<file path="src/rtl/inst_fetch_pkg.sv">
// rtl/inst_fetch_pkg.sv - shared defines for the instruction fetch stage
package inst_fetch_pkg;

    localparam logic [31:0] ZeroWord    = 32'h0000_0000;
    localparam int          InstAddrBus = 32;
    localparam int          InstBus     = 32;
    localparam int          StallBus    = 6;
    localparam logic        RstEnable   = 1'b1;

    // FSM encodings for the byte-serial fetch engine
    typedef enum logic [1:0] {
        FETCH = 2'd0,
        DONE  = 2'd1,
        DRAIN = 2'd2
    } if_state_t;

endpackage

</file>
<file path="src/rtl/inst_fetch.sv">
// rtl/inst_fetch.sv - byte-serial instruction fetch with branch drain
module inst_fetch
    import inst_fetch_pkg::*;
#(
    parameter int STALL_W = StallBus
) (
    input  logic                   clk,
    input  logic                   rst,
    input  logic [STALL_W-1:0]     stall_sign,
    input  logic                   branch_en,
    input  logic [InstAddrBus-1:0] branch_target,
    output logic                   mem_req,
    output logic [InstAddrBus-1:0] mem_addr,
    input  logic                   mem_valid,
    input  logic [7:0]             mem_rdata,
    output logic [InstAddrBus-1:0] if_pc,
    output logic [InstBus-1:0]     if_inst,
    output logic                   stallreq_if
);

    if_state_t              state, state_d;
    logic [InstAddrBus-1:0] pc, pc_d;
    logic [1:0]             cnt, cnt_d;
    logic [InstBus-1:0]     inst_buf, inst_buf_d;
    // address of the request still owed by memory after a redirect
    logic [InstAddrBus-1:0] drain_addr, drain_addr_d;

    // only the IF/ID hold bit matters here; the rest of the bus is ignored
    logic unused_stall;
    assign unused_stall = ^stall_sign;

    // state register with synchronous reset
    always_ff @(posedge clk) begin
        if (rst == RstEnable) begin
            state      <= FETCH;
            pc         <= ZeroWord;
            cnt        <= 2'd0;
            inst_buf   <= ZeroWord;
            drain_addr <= ZeroWord;
        end else begin
            state      <= state_d;
            pc         <= pc_d;
            cnt        <= cnt_d;
            inst_buf   <= inst_buf_d;
            drain_addr <= drain_addr_d;
        end
    end

    // next-state and outputs; branch_en outranks stall and consumption
    always_comb begin
        state_d      = state;
        pc_d         = pc;
        cnt_d        = cnt;
        inst_buf_d   = inst_buf;
        drain_addr_d = drain_addr;
        mem_req      = 1'b0;
        mem_addr     = ZeroWord;
        if_pc        = ZeroWord;
        if_inst      = ZeroWord;
        stallreq_if  = 1'b0;

        if (rst != RstEnable) begin
            if_pc = pc;
            case (state)
                FETCH: begin
                    mem_req     = 1'b1;
                    mem_addr    = pc + {30'd0, cnt};
                    stallreq_if = 1'b1;
                    if (branch_en) begin
                        pc_d  = branch_target;
                        cnt_d = 2'd0;
                        // an outstanding byte must be absorbed before refetching
                        if (!mem_valid) begin
                            state_d      = DRAIN;
                            drain_addr_d = pc + {30'd0, cnt};
                        end
                    end else if (mem_valid) begin
                        inst_buf_d[{cnt, 3'b000} +: 8] = mem_rdata;
                        cnt_d = cnt + 2'd1;
                        if (cnt == 2'd3) begin
                            state_d = DONE;
                        end
                    end
                end
                DONE: begin
                    mem_addr    = pc;
                    if_inst     = branch_en ? ZeroWord : inst_buf;
                    stallreq_if = branch_en;
                    if (branch_en) begin
                        pc_d    = branch_target;
                        cnt_d   = 2'd0;
                        state_d = FETCH;
                    end else if (!stall_sign[1]) begin
                        pc_d    = pc + 32'd4;
                        cnt_d   = 2'd0;
                        state_d = FETCH;
                    end
                end
                DRAIN: begin
                    mem_req     = 1'b1;
                    mem_addr    = drain_addr;
                    stallreq_if = 1'b1;
                    if (branch_en) begin
                        pc_d = branch_target;
                    end
                    if (mem_valid) begin
                        state_d = FETCH;
                    end
                end
                default: begin
                    state_d = FETCH;
                end
            endcase
        end
    end

endmodule

</file>
<file path="config.mk">
export PLATFORM = sky130hd
export DESIGN_NAME = inst_fetch
export DESIGN_NICKNAME = d
export VERILOG_FILES = /design/src/rtl/inst_fetch_pkg.sv /design/src/rtl/inst_fetch.sv
export SDC_FILE = /design/constraint.sdc
export NUM_CORES = 1
export LEC_CHECK = 0
export ABC_AREA = 1
export ABC_CLOCK_PERIOD_IN_PS = 3150
export CORE_ASPECT_RATIO = 1.25
export CORE_MARGIN = 2
export CORE_UTILIZATION = 40
export DETAILED_ROUTE_END_ITERATION = 10
export GPL_ROUTABILITY_DRIVEN = 0
export HOLD_SLACK_MARGIN = 0.03
export PLACE_DENSITY = 0.66
export SYNTH_ARGS = -nofsm -noshare
export SYNTH_HDL_FRONTEND = slang
export SYNTH_SLANG_ARGS = --single-unit
</file>
<file path="constraint.sdc">
create_clock -name clk -period 3.15 [get_ports clk]
set_input_delay 0.315 -clock clk [delete_from_list [all_inputs] [get_ports clk]]
set_output_delay 0.315 -clock clk [all_outputs]
set_load 0.03 [all_outputs]
</file>
; ---- Yosys cells after proc, flatten, opt, wreduce, memory -nomap -nowiden
; Index checks and enable logic that the tools add are counted.
[word_totals]
register_bits = 100
latch_bits = 0
mem_bits_rw = 0
rom_bits = 0
inputBits = 50
out_inout_bits = 98
memories = 0
[op_classes]
addsub = 4
mul = 0
div = 0
order_cmp = 0
n_eq_ne = 9
shift = 2
mux = 26
bitwise_logic = 2
reduce_logical = 9
[op_table]
columns = cell, n
row1 = 32-bit 2-to-1 mux, 8
row2 = 32-bit case mux with 3 select lines, 1
row3 = 32-bit case mux with 2 select lines, 1
row4 = 32-bit by 2-bit adder with 32-bit output, 1
row5 = 32-bit by 3-bit adder with 32-bit output (second input constant), 1
row6 = 32-bit bitwise mux, 1
row7 = 8-bit by 7-bit variable shift with 32-bit output (first input constant), 1
row8 = 8-bit by 7-bit variable part select with 32-bit output, 1
row9 = 2-bit 2-to-1 mux, 9
row10 = 3-bit inequality test (second input constant), 4
row11 = 3-bit AND reduction, 4
row12 = 5-bit negator with 7-bit output, 1
row13 = 2-bit case mux with 3 select lines, 1
row14 = 5-bit AND reduction, 1
row15 = 2-bit == test (second input constant), 2
row16 = 2-bit case mux with 2 select lines, 1
row17 = 2-bit nonzero test, 2
row18 = 1-bit 2-to-1 mux, 3
row19 = 2-bit by 1-bit adder with 2-bit output (second input constant), 1
row20 = 2-bit by 1-bit == test with 1-bit output (second input constant), 1
row21 = 2-bit logical NOT, 1
row22 = 2-bit by 1-bit inequality test with 1-bit output (second input constant), 1
row23 = 2-bit inequality test (second input constant), 1
row24 = 1-bit inverter, 2
row25 = other kinds (2), 2

; ---- Logic depth before layout (Yosys ltp)
[depth]
depth_word = 5
ltp_mapped = 12
mapped_depth_nobuf = 12

; ---- Worst setup path before layout
; No wires, ideal clock.
[synth_timing]
kind = flip-flop to output port
startpoint = register cnt[0]
endpoint = output mem_addr[6]
t_arrival_ns = 2.155
required_ns = 2.835
setup_slack_ns = 0.680
stages_incl_launch_ff = 8
path_buffers = 0
path_cell_list = dfxtp_1 -> ha_1 -> fa_1 -> nand2_1 -> nor2_4 -> xor2_1 -> or2_2 -> a31oi_1
[synth_via]
elab_chain_cells = 3
[synth_rtl]
columns = element, line_no
row1 = start: declaration, inst_fetch.sv:23  ; logic [1:0] cnt, cnt_d;
row2 = start signal: assignment, inst_fetch.sv:43  ; cnt <= cnt_d;
row3 = 32-bit by 2-bit adder with 32-bit output, inst_fetch.sv:67  ; mem_addr = pc + {30'd0, cnt};
row4 = 32-bit case mux with 3 select lines, inst_fetch.sv:64  ; case (state)
row5 = 32-bit 2-to-1 mux, inst_fetch.sv:62  ; if (rst != RstEnable) begin
row6 = end: declaration, inst_fetch.sv:13  ; output logic [InstAddrBus-1:0] mem_addr,
; Every way passes these cells.

; ---- Final worst setup path
[layout_timing]
startpoint = register pc[0]
endpoint = output mem_addr[22]
[layout_via]
elab_chain_cells = 3
[layout_rtl]
columns = element, line_no
row1 = start: declaration, inst_fetch.sv:22  ; logic [InstAddrBus-1:0] pc, pc_d;
row2 = start signal: assignment, inst_fetch.sv:36  ; pc <= ZeroWord;
row3 = start signal: assignment, inst_fetch.sv:42  ; pc <= pc_d;
row4 = 32-bit by 2-bit adder with 32-bit output, inst_fetch.sv:67
row5 = 32-bit case mux with 3 select lines, inst_fetch.sv:64
row6 = 32-bit 2-to-1 mux, inst_fetch.sv:62
; Every way passes these cells.

==> flow_summary_export.csv <==
group,metric,value,unit
timing,slew_headroom,0.584,
worst_hold_path,hold_end,"inst_buf[7]$_SDFFE_PP0P_",
cts,cts.clk_slew.worst_paths,70,ps
drt,vias,7416,
worst_setup_path,critPathLaunchType,"flop",
logic_synthesis,synth_area,6750,µm²
die,chipWidth,120,µm
die,die_h,149,µm
logic_synthesis,seq_area_frac_synth,0.297,
die,dieArea,17900,µm²
cells_and_area,nets,1287,
global_routing,grt_overflow_total,0,
cells_and_area,final_common_cell,"nand2_1",
logic_synthesis,yosysWarnings,0,
worst_setup_path,critical_path_required,2830,ps
timing,hold_viol,0,
cts,cts_root_buf,"clkbuf_16",
cts,post-cts-setup-buffers,0,
flow_run,drv_cap,0,
drt,vias_per_cell,5.11,
worst_setup_path,path_max_fanout,5,
timing,fin_setup_tns,0,ps
cells_and_area,diodes,0,
logic_synthesis,synth_top_family_by_area,"simple AND/OR/NAND/NOR gates",
logic_synthesis,synth_xor_area_frac,0.0221,
worst_setup_path,worstReg2RegEnd,"inst_buf[6]$_SDFFE_PP0P_",
worst_setup_path,slowest_delay,700,ps
cts,cts-htree-levels,3,
logic_synthesis,synth.avg_cell_area,6.07,µm²
worst_setup_path,cp_common_cell,"nand3_1",
timing,min_period,3000,ps
worst_setup_path,path_cells,"ha_1 -> fa_1 -> nand2_1 -> nor2_4 -> nand3_1 -> nand3_1 -> a21oi_1 -> clkdlybuf4s50_1",
logic_synthesis,synth_edf_count,0,
worst_hold_path,hp-class,"flop to flop",
worst_hold_path,hold_depth,2,
cts,cts_tree,"yes",
logic_synthesis,yosys-mux-area-fraction,0,
cells_and_area,mostFrequentLayoutCells,"nand2_1, nor2_1, clkdlybuf4s50_1",
global_routing,grt_pass1_vias,6756,
power,total_power,3.35,mW
timing,final-max-slew-violation-count,0,
cts,cts_made_buffers,9,
logic_synthesis,synthSimpleGateAreaFrac,0.394,
cells_and_area,drive_gt1_frac,0.0893,
drt,drtIter0Drc,720,
die,initial_core_util,0.406,
worst_setup_path,reg2reg_slack,830,ps
worst_setup_path,crit_slowest_cell,"clkdlybuf4s50_1",
cells_and_area,area_growth,27.7,%
cts,cts_buffer_depth,2,
power,powerDensity,389,nW/µm²
die,placementRows,53,
cts,clk_latency,360,ps
global_routing,grt_first_pass_wirelength,35.5,mm
logic_synthesis,syn_nets,1172,
global_routing,grt_usage,0.255,
drt,wl,22.6,mm
worst_setup_path,arrival,2680,ps
logic_synthesis,ys_async_sr_fraction,0,
worst_setup_path,critPathKind,"flop to output port",
timing,tightest_slew,624,ps
global_routing,antenna_found_initial,0,
logic_synthesis,syn_inst,1112,
power,leakagePower,3.44,nW
timing,holdWs,458,ps
drt,drtAntennaViolNets,0,
drt,drc,0,
cts,clkSinkCount,100,
timing,finalCritPeriodShare,0.951,
logic_synthesis,synth-compound-area-share,0.158,
timing,fmax,334,MHz
worst_setup_path,reg2reg_depth,8,
placement,dp_hpwl,16.5,mm
worst_setup_path,worstSetupEndpointType,"output port",
die,boundaryPins,148,
drt,dr.pass1.iters,5,
run_status,status,"completed",
logic_synthesis,synth_cell_types,38,
worst_hold_path,worstHoldStart,"inst_buf[7]$_SDFFE_PP0P_",
power,max-vdd-ir-drop,0.000222,V
global_routing,grt_max_degree,77,
logic_synthesis,synth_fa_ha_area_frac,0.0196,
logic_synthesis,synth_top_flop_cell,"dfxtp_1",
worst_setup_path,reg2reg_from,"state[0]$_SDFFE_PP0P_",
timing,clock-skew-final,7.23,ps
timing,setup_viol,0,
die,core,16600,µm²
logic_synthesis,synth-seq-cells,100,
drt,wl_per_cell,15.5,µm
placement,io_buffers,142,
timing,grt_setup_unrepaired,"false",
[sequential cells by signal, summed over array words and instances, names as in the netlist]
signal      cells
inst_buf       32
pc             32
state           2
cnt             2
drain_addr     32
[repair_timing]
item,in CTS,in global routing
gates resized for setup,1,3
setup endpoints to repair,1,3
hold endpoints to repair,0,0
hold buffers,0,0
[per-layer routing]
metal / share of wire / GRT usage
met5: 0 / 0
met2: 0.48 / 0.428
met4: 0.047 / 0.141
met3: 0.061 / 0.0268
met1: 0.41 / 0.318
[worst max-delay path by stage]
stage	from	to	slack, ps	cells after the start
after floorplan	cnt[0]$_SDFFE_PP0P_	mem_addr[6]	680	7
after global placement	pc[0]$_SDFFE_PP0P_	mem_addr[16]	330	10
after detailed placement	pc[0]$_SDFFE_PP0P_	mem_addr[16]	310	10
after CTS	pc[0]$_SDFFE_PP0P_	mem_addr[14]	10	9
after global routing	pc[7]$_SDFFE_PP0P_	mem_addr[22]	8	9
final	pc[0]$_SDFFE_PP0P_	mem_addr[22]	150	8
[power by group]
group          total (mW)  switching, mW  internal, mW
Clock                1.10          0.507         0.597
Sequential           1.42         0.0767          1.34
Combinational       0.834          0.540         0.295
[cell families after synthesis]
group           after synthesis
buf+inv                     178
fa+ha+maj                    10
simple gates                608
xor+xnor                     17
flops                       100
compound gates              199
[cell usage after synthesis, types with 3 or more instances]
library cell  count  area, µm²
buf_2            19       95.1
nor2_2           21        131
buf_4             4       30.0
nand2_1         307       1150
inv_2             9       33.8
xor2_1           17        149
o211ai_1         10       75.1
a21oi_1          54        270
o21a_1            4       30.0
nor2_1          168        631
buf_1             4       15.0
a31oi_1           9       56.3
nand2_2           7       43.8
nor2_4           12        135
inv_1           114        428
clkbuf_1         22       82.6
dfxtp_1         100       2000
nand2_4           3       33.8
ha_1              9        113
o21ai_0          89        445
o22ai_1          14       87.6
o21ai_1          16       80.1
nand3_1          58        290
nand4_1          25        156
buf_6             4       45.0
[cell type report]
type / instances / area, µm²
well taps: 220 / 275
repair buffers: 157 / 1580
clock buffers: 12 / 267
fillers: 1747 / 8020
flip-flops and latches: 100 / 2000
inverters: 125 / 472
multi-input cells: 834 / 4010
clock inverters: 4 / 22.5
[critical path: cells and delay by family (launching register included)]
family          cells  cell delay (ps)
buf+inv             1              700
fa+ha+maj           2              660
flops               1              310
simple gates        4              460
compound gates      1              190
[metrics by stage]
step / util / setup slack, ps / std cells / cell area, µm²
final: 0.518 / 154 / 1452 / 8620
after global routing: 0.518 / 7.58 / 1452 / 8620
after CTS: 0.518 / 14.4 / 1452 / 8620
after detailed placement: 0.500 / 313 / 1436 / 8330
after global placement: 0.500 / 334 / 1436 / 8330
after floorplan: - / 680 / 1112 / 6750
No activity file was read; power rests on OpenSTA's default activity.
